--- config.mk ---
export PLATFORM = sky130hd
export DESIGN_NAME = vga_timing_gen_flat
export DESIGN_NICKNAME = d
export VERILOG_FILES = /design/src/rtl/vga_timing_gen_if.sv /design/src/rtl/vga_timing_gen.sv /design/src/flat_wrapper.sv
export SDC_FILE = /design/constraint.sdc
export NUM_CORES = 1
export LEC_CHECK = 0
export CAP_MARGIN = 20
export CORE_ASPECT_RATIO = 2
export CORE_MARGIN = 2
export CORE_UTILIZATION = 40
export CTS_BUF_LIST = sky130_fd_sc_hd__clkbuf_4
export DETAILED_ROUTE_END_ITERATION = 6
export PLACE_DENSITY = 0.67
export SLEW_MARGIN = 0
export SYNTH_ARGS = -nofsm -noshare
export SYNTH_HDL_FRONTEND = slang
export SYNTH_SLANG_ARGS = --single-unit
--- constraint.sdc ---
create_clock -name CLOCK_50 -period 6.01 [get_ports CLOCK_50]
set_clock_uncertainty 0.1 [all_clocks]
set_input_delay 1.202 -clock CLOCK_50 [delete_from_list [all_inputs] [get_ports CLOCK_50]]
set_output_delay 1.202 -clock CLOCK_50 [all_outputs]
set_load 0.02 [all_outputs]
--- src/rtl/vga_timing_gen_if.sv ---
// Raster timing bundle between vga_timing_gen and the pattern/colour stage.
// Optional test-bar colour ports exist only when VGA_TIMING_TESTBAR_EN is defined.
interface vga_timing_gen_if;
  logic       enable;
  logic       pix_tick;
  logic       VGA_HS;
  logic       VGA_VS;
  logic       VGA_BLANK_N;
  logic       active;
  logic [9:0] pix_x;
  logic [9:0] pix_y;
  logic       line_start;
  logic       frame_start;
`ifdef VGA_TIMING_TESTBAR_EN
  logic [7:0] tp_r;
  logic [7:0] tp_g;
  logic [7:0] tp_b;
`endif

  // Timing generator side
  modport master (
    input  enable,
    output pix_tick, VGA_HS, VGA_VS, VGA_BLANK_N, active,
    output pix_x, pix_y, line_start, frame_start
`ifdef VGA_TIMING_TESTBAR_EN
    , output tp_r, tp_g, tp_b
`endif
  );

  // Consumer side
  modport slave (
    output enable,
    input  pix_tick, VGA_HS, VGA_VS, VGA_BLANK_N, active,
    input  pix_x, pix_y, line_start, frame_start
`ifdef VGA_TIMING_TESTBAR_EN
    , input tp_r, tp_g, tp_b
`endif
  );
endinterface

--- src/rtl/vga_timing_gen.sv ---
// VGA raster timing generator (default 640x480@60 from a 50 MHz clock).
// Pixel-rate enable from a CLK_DIV divider; all outputs registered and decoded
// from next-state counter values so they move on the same edge as the counters.
// Optional: define VGA_TIMING_TESTBAR_EN for registered colour-bar outputs.
module vga_timing_gen #(
  parameter int H_ACTIVE = 640,
  parameter int H_FP     = 16,
  parameter int H_SYNC   = 96,
  parameter int H_BP     = 48,
  parameter int V_ACTIVE = 480,
  parameter int V_FP     = 10,
  parameter int V_SYNC   = 2,
  parameter int V_BP     = 33,
  parameter int CLK_DIV  = 2,
  parameter int SYNC_POL = 0
) (
  input  logic             CLOCK_50,
  input  logic             reset,
  vga_timing_gen_if.master vga
);

  localparam int H_TOTAL = H_ACTIVE + H_FP + H_SYNC + H_BP;
  localparam int V_TOTAL = V_ACTIVE + V_FP + V_SYNC + V_BP;
  localparam int DW      = (CLK_DIV > 1) ? $clog2(CLK_DIV) : 1;

  localparam logic [DW-1:0] DIV_LAST = DW'(CLK_DIV - 1);
  localparam logic [9:0]    H_LAST   = 10'(H_TOTAL - 1);
  localparam logic [9:0]    V_LAST   = 10'(V_TOTAL - 1);
  localparam logic [9:0]    H_ACT    = 10'(H_ACTIVE);
  localparam logic [9:0]    V_ACT    = 10'(V_ACTIVE);
  localparam logic [9:0]    HS_BEG   = 10'(H_ACTIVE + H_FP);
  localparam logic [9:0]    HS_END   = 10'(H_ACTIVE + H_FP + H_SYNC);
  localparam logic [9:0]    VS_BEG   = 10'(V_ACTIVE + V_FP);
  localparam logic [9:0]    VS_END   = 10'(V_ACTIVE + V_FP + V_SYNC);
  localparam logic          SP       = (SYNC_POL != 0);

  logic [DW-1:0] div_q, div_d;
  logic [9:0]    h_q, h_d, v_q, v_d;
  logic          tick;

  logic          hs_q, hs_d, vs_q, vs_d, act_q, act_d;
  logic [9:0]    x_q, x_d, y_q, y_d;
  logic          tick_q, ls_q, ls_d, fs_q, fs_d;

  // Next-state counters: divider, then horizontal/vertical raster position
  always_comb begin
    tick  = (div_q == DIV_LAST);
    div_d = tick ? '0 : div_q + 1'b1;
    h_d   = h_q;
    v_d   = v_q;
    if (tick) begin
      if (h_q == H_LAST) begin
        h_d = '0;
        v_d = (v_q == V_LAST) ? '0 : v_q + 10'd1;
      end else begin
        h_d = h_q + 10'd1;
      end
    end
    if (!vga.enable) begin
      tick  = 1'b0;
      div_d = '0;
      h_d   = H_LAST;
      v_d   = V_LAST;
    end
  end

  // Output decode from next-state position; disabled forces the idle values
  always_comb begin
    act_d = (h_d < H_ACT) && (v_d < V_ACT);
    hs_d  = ((h_d >= HS_BEG) && (h_d < HS_END)) ? SP : ~SP;
    vs_d  = ((v_d >= VS_BEG) && (v_d < VS_END)) ? SP : ~SP;
    x_d   = act_d ? h_d : '0;
    y_d   = act_d ? v_d : '0;
    ls_d  = tick && (h_d == '0);
    fs_d  = ls_d && (v_d == '0);
    if (!vga.enable) begin
      act_d = 1'b0;
      hs_d  = ~SP;
      vs_d  = ~SP;
      x_d   = '0;
      y_d   = '0;
    end
  end

  // Counter and output registers
  always_ff @(posedge CLOCK_50 or posedge reset) begin
    if (reset) begin
      div_q  <= '0;
      h_q    <= H_LAST;
      v_q    <= V_LAST;
      hs_q   <= ~SP;
      vs_q   <= ~SP;
      act_q  <= 1'b0;
      x_q    <= '0;
      y_q    <= '0;
      tick_q <= 1'b0;
      ls_q   <= 1'b0;
      fs_q   <= 1'b0;
    end else begin
      div_q  <= div_d;
      h_q    <= h_d;
      v_q    <= v_d;
      hs_q   <= hs_d;
      vs_q   <= vs_d;
      act_q  <= act_d;
      x_q    <= x_d;
      y_q    <= y_d;
      tick_q <= tick;
      ls_q   <= ls_d;
      fs_q   <= fs_d;
    end
  end

  assign vga.pix_tick    = tick_q;
  assign vga.VGA_HS      = hs_q;
  assign vga.VGA_VS      = vs_q;
  assign vga.VGA_BLANK_N = act_q;
  assign vga.active      = act_q;
  assign vga.pix_x       = x_q;
  assign vga.pix_y       = y_q;
  assign vga.line_start  = ls_q;
  assign vga.frame_start = fs_q;

`ifdef VGA_TIMING_TESTBAR_EN
  logic [3:0] bar;
  logic [7:0] r_q, g_q, b_q;

  assign bar = x_d[9:6];

  // Colour bars: 64-pixel bands, index bits select full R/G/B; black when blanked
  always_ff @(posedge CLOCK_50 or posedge reset) begin
    if (reset) begin
      r_q <= '0;
      g_q <= '0;
      b_q <= '0;
    end else begin
      r_q <= (act_d && bar[0]) ? '1 : '0;
      g_q <= (act_d && bar[1]) ? '1 : '0;
      b_q <= (act_d && bar[2]) ? '1 : '0;
    end
  end

  assign vga.tp_r = r_q;
  assign vga.tp_g = g_q;
  assign vga.tp_b = b_q;
`endif

endmodule
--- src/flat_wrapper.sv ---
// flat-port wrapper written by rule: the top's interface ports become plain ports
module vga_timing_gen_flat 
#(
  parameter int H_ACTIVE = 640,
  parameter int H_FP     = 16,
  parameter int H_SYNC   = 96,
  parameter int H_BP     = 48,
  parameter int V_ACTIVE = 480,
  parameter int V_FP     = 10,
  parameter int V_SYNC   = 2,
  parameter int V_BP     = 33,
  parameter int CLK_DIV  = 2,
  parameter int SYNC_POL = 0
)
  (CLOCK_50, reset, vga_enable, vga_pix_tick, vga_VGA_HS, vga_VGA_VS, vga_VGA_BLANK_N, vga_active, vga_pix_x, vga_pix_y, vga_line_start, vga_frame_start);
  vga_timing_gen_if vga_i ();
  input  logic CLOCK_50;
  input  logic reset;
  input wire logic [$bits(vga_i.enable)-1:0] vga_enable;
  output wire logic [$bits(vga_i.pix_tick)-1:0] vga_pix_tick;
  output wire logic [$bits(vga_i.VGA_HS)-1:0] vga_VGA_HS;
  output wire logic [$bits(vga_i.VGA_VS)-1:0] vga_VGA_VS;
  output wire logic [$bits(vga_i.VGA_BLANK_N)-1:0] vga_VGA_BLANK_N;
  output wire logic [$bits(vga_i.active)-1:0] vga_active;
  output wire logic [$bits(vga_i.pix_x)-1:0] vga_pix_x;
  output wire logic [$bits(vga_i.pix_y)-1:0] vga_pix_y;
  output wire logic [$bits(vga_i.line_start)-1:0] vga_line_start;
  output wire logic [$bits(vga_i.frame_start)-1:0] vga_frame_start;
  assign vga_i.enable = vga_enable;
  assign vga_pix_tick = vga_i.pix_tick;
  assign vga_VGA_HS = vga_i.VGA_HS;
  assign vga_VGA_VS = vga_i.VGA_VS;
  assign vga_VGA_BLANK_N = vga_i.VGA_BLANK_N;
  assign vga_active = vga_i.active;
  assign vga_pix_x = vga_i.pix_x;
  assign vga_pix_y = vga_i.pix_y;
  assign vga_line_start = vga_i.line_start;
  assign vga_frame_start = vga_i.frame_start;
  vga_timing_gen #(.H_ACTIVE(H_ACTIVE), .H_FP(H_FP), .H_SYNC(H_SYNC), .H_BP(H_BP), .V_ACTIVE(V_ACTIVE), .V_FP(V_FP), .V_SYNC(V_SYNC), .V_BP(V_BP), .CLK_DIV(CLK_DIV), .SYNC_POL(SYNC_POL)) u_core (.CLOCK_50(CLOCK_50), .reset(reset), .vga(vga_i));
endmodule
==> out/summary.txt <==
simple-gate portion of the synthesized area = 22.8%
DR DRC count = 0
post-synthesis mux area share = 0.502%
final hold violation count = 0
Synth Cell Area = 0.00224 mm^2
CTS tree = done
H-tree Lvls = 2
Post-CTS Hold Fix Bufs = 0
Sink Count = 47
area delta synth->final = 16.9%
max-slew violations = 0
fmax = 274 MHz
most common cell after layout, fill and taps aside = dfrtp_1
WHS Path Cells = 2
Detail Route Antenna Nets = 0
largest net degree at the start of global routing = 48
Setup-failing EPs final = 0
commonest cells after routing, fill and taps aside = dfrtp_1, clkdlybuf4s50_1, nand2_1, nor2_1, inv_1
Max Cap Viol = 0
post-synthesis sequential area ratio = 53.1%
Syn Nets = 232
period utilization = 60.7%
clk buf depth = 2
CP Launch Type = primary input
GRT overflow = 0
Synth Area in XOR/XNOR = 3.13%
Routed WL per cell = 16.9 um
CTS resizes = 0
worst hold path class = flip-flop to flip-flop
Vias/cell = 5.67
crit end category = flip-flop
clock power share = 23.4%
cell row count = 38
Reg-to-Reg End = u_core.vga.pix_x[5]
GRT Resource Usage Total = 18.2%
worst path required time = 6.20 ns
# Post-CTS Setup Buffers = 0
leakage = 1.13 nW
Non-Filler Instances = 314
crit path buf inv count = 1
PwrDens = 238 mW/mm^2
vias = 1,781
origin of the worst setup path = vga_enable
initial antenna violation count = 1
worst-skew pair later-pin latency = 0.38 ns
total chip power = 0.624 mW
crit-path max cell delay = 1.07 ns
placer congestion estimate = 0.898
worst reg2reg path startpoint = u_core.h_q[0]
cell mode on critical path = nor4_1
WP depth = 7
share of cells above drive strength 1 = 11.1%
CP max FO = 26
Netlist cell types = 47
drt pass-1 iters = 4
Slew headroom = 36.1%
Psw = 0.203 mW
top_reg_cell synth = dfrtp_1
WS Path Type = primary input to flip-flop
Critical Path Sink = u_core.vga.frame_start
largest family of logic cells by synthesized area = simple AND/OR/NAND/NOR gates
yosys warns = 0
setup TNS = 0 ns
cells after synthesis = 226
Min Hold Slack = 0.497 ns
outcome = finished clean
combinational share of power = 19.3%
switch share = 32.5%
Worst-Margin Slew = 0.950 ns
WP data arrival = 3.84 ns
drt initial violations = 49
mean area per synthesized cell = 9.92 um^2
worst vdd ir = 0.202 mV
RSZ-0062 raised after global routing = false
internal power = 0.421 mW
total CTS buffers = 5
post-synthesis adder-cell area fraction = 1.67%
Seq cells post-synth = 47
Die H = 110 um
Post-DP HPWL = 3.76 mm
number of global-route vias before repair = 1,770
die footprint = 0.00626 mm^2
Core Region = 0.00542 mm^2
Reg2Reg Setup Slack = 2.46 ns
crit-path cells = clkdlybuf4s50_1 -> nand2_1 -> nor4_1 -> a211oi_1 -> or2_2 -> or4_1 -> nor4_1
CP max-delay cell = clkdlybuf4s50_1
dominant delay contributor by cell family on the critical path = simple AND/OR/NAND/NOR gates
global-route wire length before repair = 8.49 mm
depth of the worst register-to-register path = 7
Reg clk slew, reported paths = 0.13 ns
Starting Density = 41.4%
clk root buf = clkbuf_4
crit path time final = 3.65 ns
Final nets = 258
asr flop ratio synth = 100%
part of the power in registers = 57.4%
Placed Instances = 304
IO Port Bufs = 29
EDFF count, synth = 0
routed wire length = 5.30 mm
die width = 56.9 um
Ports = 30
compound-cell area share of the yosys netlist = 12.7%
-- metal layers --
| metal | global-route usage [%] | share of wire (%) |
|---|---|---|
| met1 | 18.3 | 37 |
| met2 | 34.2 | 58 |
| met3 | 2.94 | 2.0 |
| met4 | 10.3 | 3.0 |
| met5 | 0 | 0 |
-- worst min path at each step --
stage	slack (ns)	end	startpoint
6_report	0.50	u_core.h_q[1]	u_core.h_q[1]
5_1_grt	0.53	u_core.h_q[1]	u_core.h_q[1]
4_1_cts	0.50	u_core.h_q[1]	u_core.h_q[1]
3_5_place_dp	0.48	u_core.h_q[1]	u_core.h_q[1]
3_3_place_gp	0.49	u_core.h_q[1]	u_core.h_q[1]
2_1_floorplan	0.44	u_core.h_q[1]	u_core.h_q[1]
-- registers in the layout (all words and copies together) (netlist names) --
| name | count |
|---|---|
| u_core.div_q | 1 |
| u_core.h_q | 10 |
| u_core.v_q | 10 |
| u_core.vga.VGA_BLANK_N | 1 |
| u_core.vga.VGA_HS | 1 |
| u_core.vga.VGA_VS | 1 |
| u_core.vga.frame_start | 1 |
| u_core.vga.line_start | 1 |
| u_core.vga.pix_tick | 1 |
| u_core.vga.pix_x | 10 |
| u_core.vga.pix_y | 10 |
-- synth_stat cells, types with 3 or more instances --
cell,count,area share (%)
a21oi_1,3,0.67
a31oi_1,3,0.84
buf_2,4,0.89
clkbuf_1,4,0.67
dfrtp_1,35,39
dfstp_2,12,14
ha_1,3,1.7
inv_1,19,3.2
nand2_1,21,3.5
nand3_1,8,1.8
nand4_1,8,2.2
nor2_1,20,3.3
nor2b_1,4,1.1
nor3_1,10,2.2
nor4_1,8,2.2
o21ai_0,13,2.9
o31a_1,6,2.3
or4_1,3,1.0
xnor2_1,5,2.0
xor2_1,3,1.2
-- through the flow --
step | cell area, um^2 | setup slack, ns | util [%]
floorplan | 2240 | 3.02 | -
global placement | 2550 | 2.06 | 47.0
detailed placement | 2550 | 1.97 | 47.0
CTS | 2600 | 2.40 | 47.9
global route | 2620 | 2.13 | 48.4
finish | 2620 | 2.36 | 48.4
-- kinds of logic after synthesis --
kind of cell / Yosys count
flops: 47
mux: 1
fa+ha+maj: 3
compound gates: 39
other cells: 1
buf+inv: 30
xor+xnor: 8
simple gates: 97
-- power groups by stage --
stage / registers, mW / clock network (mW) / logic, mW
after floorplan: 0.356 / 0 / 0.0925
after global placement: 0.362 / 0 / 0.117
after detailed placement: 0.363 / 0 / 0.118
after CTS: 0.357 / 0.154 / 0.119
after global routing: 0.360 / 0.164 / 0.134
final: 0.358 / 0.146 / 0.120
-- worst min-delay path, stage by stage (launching register included) --
cell and delay, ns:
dfstp_2 0.40, inv_1 0.04, o221ai_1 0.14
-- final cells by class --
class	instances	area (um^2)
Antenna cell	1	2.50
Clock buffer	5	37.5
Clock inverter	3	15.0
Fill cell	553	2800
Inverter	19	71.3
Multi-Input combinational cell	149	918
Sequential cell	47	1190
Tap cell	60	75.1
Timing Repair Buffer	30	310
Note: power is estimated with default switching activity, not from simulation.
